<file path="src/rtl/fp_op_scheduler.sv">
// Round-robin scheduler sharing one FP add/mul datapath between requesters A and B:
// latches operands, pulses start, waits for done under a watchdog and returns the result.
module fp_op_scheduler #(
  parameter int TIMEOUT = 16,
  parameter int CNT_W   = 5
) (
  input  logic        clk,
  input  logic        rst_n,
  input  logic        a_valid,
  output logic        a_ready,
  input  logic        a_op,
  input  logic [31:0] a_x,
  input  logic [31:0] a_y,
  input  logic        b_valid,
  output logic        b_ready,
  input  logic        b_op,
  input  logic [31:0] b_x,
  input  logic [31:0] b_y,
  output logic        fpu_start,
  output logic        fpu_op,
  output logic [31:0] fpu_x,
  output logic [31:0] fpu_y,
  input  logic        fpu_done,
  input  logic [31:0] fpu_result,
  output logic        resp_valid,
  input  logic        resp_ready,
  output logic        resp_id,
  output logic [31:0] resp_data,
  output logic        resp_err,
  output logic [15:0] op_count
);

  typedef enum logic [1:0] {IDLE, ISSUE, WAIT, RESP} state_t;

  localparam logic [31:0] QNAN = 32'h7FC0_0000;

  state_t           state_q;
  logic             last_grant_q;
  logic [CNT_W-1:0] cnt_q;
  logic [CNT_W-1:0] cnt_d;
  logic [15:0]      op_count_q;
  logic [15:0]      op_count_d;
  logic             fpu_start_q;
  logic             fpu_op_q;
  logic [31:0]      fpu_x_q;
  logic [31:0]      fpu_y_q;
  logic             resp_valid_q;
  logic             resp_id_q;
  logic [31:0]      resp_data_q;
  logic             resp_err_q;
  logic             grant_a;
  logic             grant_b;

  // last_grant_q==1 means B was served last, so A wins a tie.
  assign grant_a = a_valid && (!b_valid || last_grant_q);
  assign grant_b = b_valid && !grant_a;
  assign a_ready = (state_q == IDLE) && grant_a;
  assign b_ready = (state_q == IDLE) && grant_b;

  assign cnt_d      = cnt_q + 1'b1;
  assign op_count_d = op_count_q + 16'd1;

  always_ff @(posedge clk or negedge rst_n) begin
    if (!rst_n) begin
      state_q      <= IDLE;
      last_grant_q <= 1'b1;
      cnt_q        <= '0;
      op_count_q   <= '0;
      fpu_start_q  <= 1'b0;
      fpu_op_q     <= 1'b0;
      fpu_x_q      <= '0;
      fpu_y_q      <= '0;
      resp_valid_q <= 1'b0;
      resp_id_q    <= 1'b0;
      resp_data_q  <= '0;
      resp_err_q   <= 1'b0;
    end else begin
      case (state_q)
        IDLE: begin
          if (a_ready || b_ready) begin
            fpu_op_q     <= b_ready ? b_op : a_op;
            fpu_x_q      <= b_ready ? b_x  : a_x;
            fpu_y_q      <= b_ready ? b_y  : a_y;
            resp_id_q    <= b_ready;
            last_grant_q <= b_ready;
            fpu_start_q  <= 1'b1;
            state_q      <= ISSUE;
          end
        end
        ISSUE: begin
          fpu_start_q <= 1'b0;
          cnt_q       <= '0;
          state_q     <= WAIT;
        end
        WAIT: begin
          cnt_q <= cnt_d;
          // A done landing on the last watchdog cycle still counts as success.
          if (fpu_done) begin
            resp_data_q  <= fpu_result;
            resp_err_q   <= 1'b0;
            resp_valid_q <= 1'b1;
            state_q      <= RESP;
          end else if (cnt_q == CNT_W'(TIMEOUT - 1)) begin
            resp_data_q  <= QNAN;
            resp_err_q   <= 1'b1;
            resp_valid_q <= 1'b1;
            state_q      <= RESP;
          end
        end
        RESP: begin
          if (resp_ready) begin
            resp_valid_q <= 1'b0;
            op_count_q   <= op_count_d;
            state_q      <= IDLE;
          end
        end
        default: state_q <= IDLE;
      endcase
    end
  end

  assign fpu_start  = fpu_start_q;
  assign fpu_op     = fpu_op_q;
  assign fpu_x      = fpu_x_q;
  assign fpu_y      = fpu_y_q;
  assign resp_valid = resp_valid_q;
  assign resp_id    = resp_id_q;
  assign resp_data  = resp_data_q;
  assign resp_err   = resp_err_q;
  assign op_count   = op_count_q;

endmodule
</file>
<file path="config.mk">
export PLATFORM = sky130hd
export DESIGN_NAME = fp_op_scheduler
export DESIGN_NICKNAME = d
export VERILOG_FILES = /design/src/rtl/fp_op_scheduler.sv
export SDC_FILE = /design/constraint.sdc
export NUM_CORES = 1
export LEC_CHECK = 0
export CORE_ASPECT_RATIO = 0.7
export CORE_UTILIZATION = 42
export DETAILED_ROUTE_END_ITERATION = 8
export GPL_ROUTABILITY_DRIVEN = 0
export PLACE_DENSITY = 0.9
export SYNTH_ARGS = -nofsm -noshare
export SYNTH_HDL_FRONTEND = slang
export SYNTH_SLANG_ARGS = --single-unit
</file>
<file path="constraint.sdc">
create_clock -name clk -period 5.2 [get_ports clk]
set_clock_uncertainty 0.05 [all_clocks]
set_input_delay 1.04 -clock clk [delete_from_list [all_inputs] [get_ports clk]]
set_output_delay 1.04 -clock clk [all_outputs]
set_load 0.01 [all_outputs]
</file>
Word level (Yosys, flattened, before mapping):

Index checks and enable logic that the tools add are counted.

* input bits: 168
* output and inout port bits: 119
* logic and storage cells: 58
* ROM bits: 0
* bits in latches: 0
* memories: 0
* bits in writable memories: 0
* flip-flop bits (word level): 125

* reduce and logical (&&, ||, !) cells: 19
* equal/unequal tests: 7
* shift operators: 0
* divide/modulo/power cells: 0
* add/sub/neg operators: 2
* order comparisons: 0
* multiply operators: 0
* multiplexer cells: 18
* bitwise gates (word level): 0

Operators with widths (count)
* 32-bit 2-to-1 mux: 4
* 16-bit by 1-bit adder with 16-bit output (second input constant): 1
* 5-bit case mux with 2 select lines: 1
* 2-bit 2-to-1 mux: 4
* 2-bit case mux with 4 select lines: 1
* 2-bit AND reduction: 4
* 2-bit nonzero test: 4
* 1-bit 2-to-1 mux: 6
* 3-bit AND reduction: 2
* 5-bit by 1-bit adder with 5-bit output (second input constant): 1
* 5-bit by 4-bit equality test with 1-bit output (second input constant): 1
* 2-bit equality test (second input constant): 2
* 1-bit logical AND: 4
* 1-bit case mux with 2 select lines: 2
* 3-bit != test (second input constant): 1
* 2-bit by 1-bit equality test with 1-bit output (second input constant): 1
* 1-bit zero test: 2
* 2-bit zero test: 1
* 1-bit logical OR: 2
* 2-bit by 1-bit != test with 1-bit output (second input constant): 1
* 2-bit != test (second input constant): 1

Logic depth before layout (Yosys ltp):

Gate-level depths: netlist (run 1).

* depth in word-level cells: 9
* mapped depth: 8
* mapped depth without buffers: 7

Worst setup path before layout (run 1):

Ideal clock, no wire load.

* kind: input port to output port
* start point: input port a_valid
* end point: output port a_ready
* data required time: 4110 ps
* data arrival time: 1469 ps
* stages on the path: 3
* path buffers: 1
* slack: 2641 ps
* cells stage by stage: nand2_1 -> a21oi_2 -> buf_2

* word-level cells in the longest chain between the ends: 2

Ends and longest elaborated chain
* start: declaration: RTL line 9 `input logic a_valid,`
* 1-bit logical AND: RTL line 55 `assign grant_a = a_valid && (!b_valid || last_grant_q);`
* 1-bit logical AND: RTL line 57 `assign a_ready = (state_q == IDLE) && grant_a;`
* end: declaration: RTL line 10 `output logic a_ready,`

Every way passes these cells.

Final worst setup path (run 1):

Same ends and word-level chain as after synthesis.

==> reports/metrics.cfg, run 1 <==
[status]
status=finished clean

[clock_tree]
cts_hold_buf=0
root_buffer=clkbuf_16
clockBufferDepth=2
clock_sinks=125
worstSkewPairLatency_ps=400
cts_tree=built
postCtsSetupBuffers=0
h-tree-depth=4
post_cts_resize_count=0
clkTransAtPathRegs_ps=60
cts_made_buffers=17

[floorplan]
pin_count=287
initial_utilization_pct=43.7
die_x_um=135
rows=33
core_area_um2=11900
die_y_um=94.9
die-area_um2=12800

[critical_path]
critical_path.max_fanout=6
cp_data_arrival_time_ps=2610
crit_required_ps=4110
crit_path_end_kind=primary output
path_class=input pin to primary output
start_kind=input pin

[finish]
n_antenna_cell=0
fin_nets=939
layout-drive-gt1-share_pct=6.18
fillCellCount=751
area_growth_pct=71.1
finalInstanceArea_um2=8860

[synthesis]
synthDistinctLibCells=37
yosys_most_used_dff=dfrtp_1
synth-edff-count=0
seq_area_frac_synth_pct=60.4
synth_area_um2=5180
ys_ff_latch=125
synthTopCellsByCount=nand2_1, dfrtp_1, a22oi_1
yosysTopAreaCellShare_pct=59.9
syn-num-nets=657
synth_area_leaders=dfrtp_1, nand2_1, a22oi_1, a22o_1, ha_1
syn_area_per_cell_um2=10.7
synth-simple-area-share_pct=13.9
synthAdderAreaFrac_pct=1.69
synth-compound-area-share_pct=17.3
synth_mux_area_share_pct=0.435
async_flop_share_pct=100
yosysMostFrequentCell=nand2_1
synth-xor-area-share_pct=2.54
synth_top_family_by_area=compound AO/OA/AOI/OAI gates
syn_inst=482
yosysTopAreaCell=dfrtp_1
yosysWarningCount=0

[detailed_routing]
ant_nets=0
viasPerCell=5.07
drc=0
initialDrtViolationCount=203
wire_per_inst_um=16.7
via_count=4736
routed_wl_um=15600
first_pass_iters=5

[global_route]
use_met1_pct=27.8
grt_pass1_vias=4849
use_met3_pct=5.37
gr-usage-all-layers_pct=24.5
grt_max_degree=68
antenna_found_initial=0
grt.busiest_layer=met2
grt_util_met2_pct=46.4
grt_pass1_wl_um=23800
overflow=0

[sta]
hold_violations=0
fin_tns_setup_ps=0
setup_violations=0
slew_violations=0
max_clock_freq_mhz=271
fin_crit_sh_pct=71.1
max_slew_margin_pct=43.5
worstMarginPinSlew_ps=848
post-route-min-period_ps=3700
rsz0062_at_grt=no

[power]
power.leakage_nw=4.01
ir_drop_mv=0.310
cellPowerDensity_nw_per_um2=575

[hold_path]
hp-class=flop to flop

[flow_run]
cap_violations=0

[placed_design]
dp_hpwl_um=11700
io_buffers=286
placed_cell_area_um2=8170

logic make-up (layout without fill, tap and decap cells):
logic type,after synthesis,after routing
flip-flops,125,125
AO/OA/AOI/OAI,118,118
multiplexers,2,2
XOR/XNOR,15,15
AND/OR/NAND/NOR,172,172
adder cells (fa/ha/maj),7,7
buffers and inverters,43,338
cell type report:
type	count	area, um2	area share (%)
multi-input cells	314	1890	21.3
well taps	157	196	2.22
inverters	14	52.6	0.593
flip-flops and latches	125	3130	35.3
clock inverters	12	231	2.61
clock buffers	20	457	5.15
repair buffers	292	2910	32.8
per-stage QoR:
stage / power [mW] / setup slack, ps / instances / util (%) / hold WS [ps]
floorplan: 2.55 / 2640 / 482 / - / 453
global placement: 3.64 / 1560 / 902 / 69.0 / 406
detailed placement: 3.75 / 1510 / 902 / 69.0 / 411
CTS: 5.13 / 1510 / 934 / 74.8 / 426
global route: 5.38 / 1450 / 934 / 74.8 / 448
finish: 5.09 / 1500 / 934 / 74.8 / 425
report_power, final:
part / internal [mW] / switching [mW]
Sequential: 1.40 / 0.258
Combinational: 1.11 / 0.966
Clock: 0.932 / 0.426
Total: 3.44 / 1.65
registers in the layout (all words and copies together), names as in the netlist:
register,cells
resp_data,32
fpu_start,1
last_grant_q,1
resp_valid,1
cnt_q,5
op_count,16
state_q,2
fpu_x,32
resp_id,1
resp_err,1
fpu_op,1
fpu_y,32
path summary, 6_finish.rpt:
kind	from	end	slack (ps)	cells after the start
worst max-delay path	a_valid	a_ready	1500	4
worst min-delay path	fpu_y[19]$_DFFE_PN0P_	fpu_y[19]$_DFFE_PN0P_	420	2
worst max register to register	state_q[0]$_DFFE_PN0P_	fpu_x[3]$_DFFE_PN0P_	2960	7
worst min register to register	fpu_y[19]$_DFFE_PN0P_	fpu_y[19]$_DFFE_PN0P_	420	2
max in group asynchronous	rst_n	fpu_x[15]$_DFFE_PN0P_	3640	2
min in group asynchronous	rst_n	resp_data[29]$_DFFE_PN0P_	500	1
critical path: stages:
cell	delay [ps]
clkdlybuf4s50_1	680
nand2_1	170
a21oi_4	170
clkdlybuf4s50_1	550
layout by cell type (no fill, tap or decap), types with 7 or more instances in the layout:
master / n
inv_1: 14
dfrtp_1: 124
clkdlybuf4s50_1: 285
o21ai_0: 8
a22o_1: 23
xor2_1: 7
o22a_1: 9
ha_1: 7
nor2_1: 8
xnor2_1: 8
buf_4: 7
a22oi_1: 65
nand2_1: 140
clkbuf_16: 17
metal layers:
metal | vias to the layer above | share of wire, %
li1 | 2249 | -
met1 | 2298 | 40
met2 | 172 | 54
met3 | 17 | 4.6
met4 | 0 | 1.3
met5 | - | 0
Power figures use the tool's default switching activity.
==> run 2, diff against run 1 <==
--- a/config.mk
+++ b/config.mk
@@ -6,10 +6,10 @@
 export NUM_CORES = 1
 export LEC_CHECK = 0
 export CORE_ASPECT_RATIO = 0.7
-export CORE_UTILIZATION = 42
+export CORE_UTILIZATION = 35
 export DETAILED_ROUTE_END_ITERATION = 8
 export GPL_ROUTABILITY_DRIVEN = 0
-export PLACE_DENSITY = 0.9
+export PLACE_DENSITY = 0.81
 export SYNTH_ARGS = -nofsm -noshare
 export SYNTH_HDL_FRONTEND = slang
 export SYNTH_SLANG_ARGS = --single-unit
==> constraint.sdc (replaced) <==
create_clock -name clk -period 3.15 [get_ports clk]
set_clock_uncertainty 0.05 [all_clocks]
set_input_delay 0.63 -clock clk [delete_from_list [all_inputs] [get_ports clk]]
set_output_delay 0.63 -clock clk [all_outputs]
set_load 0.01 [all_outputs]
==> reports/metrics.cfg, run 2 (synthesis results as in run 1) <==
[clock_tree]
post_cts_resize_count=0  ; unchanged
clockBufferDepth=2  ; unchanged
clock_sinks=125  ; unchanged
root_buffer=clkbuf_16  ; unchanged
clkTransAtPathRegs_ps=60  ; about the same
h-tree-depth=4  ; unchanged
worstSkewPairLatency_ps=400  ; about the same
cts_made_buffers=17  ; unchanged
cts_tree=built  ; unchanged
postCtsSetupBuffers=0  ; unchanged
cts_hold_buf=0  ; unchanged

[sta]
max_clock_freq_mhz=347
hold_violations=0  ; unchanged
fin_tns_setup_ps=0  ; unchanged
setup_violations=0  ; unchanged
holdWs_ps=182  ; was 425 ps
fin_crit_sh_pct=91.5
slew_violations=0  ; unchanged
worstMarginPinSlew_ps=804  ; was 848 ps
rsz0062_at_grt=no  ; unchanged
max_slew_margin_pct=46.4  ; was 43.5%
post-route-min-period_ps=2880

[floorplan]
die_y_um=104  ; was 94.9 um
rows=36  ; was 33
pin_count=287  ; unchanged
die-area_um2=15300  ; was 12800 um2
die_x_um=147  ; was 135 um
initial_utilization_pct=36.5  ; was 43.7%
core_area_um2=14200  ; was 11900 um2

[detailed_routing]
first_pass_iters=5  ; unchanged
initialDrtViolationCount=236  ; was 203
routed_wl_um=15500  ; was 15600 um
wire_per_inst_um=15.9  ; was 16.7 um
wl_met2_um=7900  ; was 8450 um
drc=0  ; unchanged
drt-met1-wl_um=6440  ; was 6270 um
viasPerCell=4.86  ; was 5.07
ant_nets=0  ; unchanged
topRoutingLayerUsed=met4  ; unchanged
met3WireLength_um=870  ; was 713 um
via_count=4716  ; was 4736

[finish]
final_core_util_pct=62.2  ; was 74.8%
mostFrequentLayoutCell=clkdlybuf4s50_1  ; unchanged
layout-drive-gt1-share_pct=6.67  ; was 6.18%
finalInstanceArea_um2=8830  ; was 8860 um2
area_growth_pct=70.5  ; was 71.1%
n_antenna_cell=0  ; unchanged
fin_nets=942  ; was 939
final_cell_mix=clkdlybuf4s50_1, nand2_1, dfrtp_1  ; unchanged

[hold_path]
hp-class=input pin to asynchronous set/reset pin  ; was flop to flop

[global_route]
antenna_found_initial=0  ; unchanged
grt_pass1_wl_um=25100  ; was 23800 um
gr-usage-all-layers_pct=21.0  ; was 24.5%
grt_max_degree=68  ; unchanged
grt_pass1_vias=4892  ; was 4849
overflow=0  ; unchanged

[placed_design]
io_buffers=286  ; unchanged
placed_cell_area_um2=8250  ; was 8170 um2
dp_hpwl_um=11800  ; was 11700 um

[status]
status=finished clean  ; unchanged

[power]
power.leakage_nw=3.97  ; was 4.01 nW
ir_drop_mv=0.402  ; was 0.310 mV
cellPowerDensity_nw_per_um2=910  ; was 575 nW/um2

[critical_path]
crit_required_ps=2470  ; was 4110 ps
rr_worst_depth=7  ; unchanged
start_kind=input pin  ; unchanged
worstReg2RegStart=state_q[0]$_DFFE_PN0P_  ; unchanged
critical_path.max_fanout=6  ; unchanged
r2r-end=fpu_x[3]$_DFFE_PN0P_  ; unchanged
r2r_setup_slack_ps=960  ; was 2960 ps
path_class=input pin to primary output  ; unchanged
crit_path_end_kind=primary output  ; unchanged
cp_data_arrival_time_ps=2200  ; was 2610 ps
crit_start=a_valid  ; unchanged

[flow_run]
cap_violations=0  ; unchanged

==> run 2: critical path: stages <==
cell and delay, ps:
clkdlybuf4s50_1 660, nand2_1 150, a21oi_4 160, clkdlybuf4s50_1 590
==> run 2: how the worst max path moves through the flow <==
stage	endpoint	depth (start not counted)
after global placement	a_ready	4
after CTS	b_ready	5
final	a_ready	4
after floorplan	a_ready	5
after global routing	b_ready	5
after detailed placement	a_ready	4
==> run 2: layout make-up <==
type                    instances  area [um2]
inverters                      14        52.6
flip-flops and latches        125        3130
clock buffers                  19         453
multi-input cells             314        1890
clock inverters                13         130
fillers                      1124        5360
repair buffers                295        2940
well taps                     190         238
==> run 2: stage by stage <==
step / instances / power [mW] / setup slack, ps
2_1_floorplan: 482 / 4.20 / 1340
3_3_place_gp: 938 / 6.06 / 280
3_5_place_dp: 938 / 6.20 / 275
4_1_cts: 970 / 8.13 / 259
5_1_grt: 970 / 8.55 / 196
6_report: 970 / 8.04 / 268
==> run 2: power by group <==
part | internal [mW] | switching (mW) | total, mW
clock network | 1.14 | 0.742 | 1.89
registers | 2.30 | 0.416 | 2.72
logic | 1.85 | 1.58 | 3.43
total | 5.29 | 2.74 | 8.04
==> run 2: routing by layer <==
metal,global-route usage [%],vias to the layer above
met5,0,-
met4,7.44,0
met3,5.33,22
met2,36.5,176
met1,25.0,2268
li1,-,2250
==> run 3, diff against run 2 <==
--- a/config.mk
+++ b/config.mk
@@ -10,6 +10,7 @@
 export DETAILED_ROUTE_END_ITERATION = 8
 export GPL_ROUTABILITY_DRIVEN = 0
 export PLACE_DENSITY = 0.81
+export SLEW_MARGIN = 20
 export SYNTH_ARGS = -nofsm -noshare
 export SYNTH_HDL_FRONTEND = slang
 export SYNTH_SLANG_ARGS = --single-unit
==> results of run 3 <==
No change in the layout: final DEF, timing and power equal those of run 2.
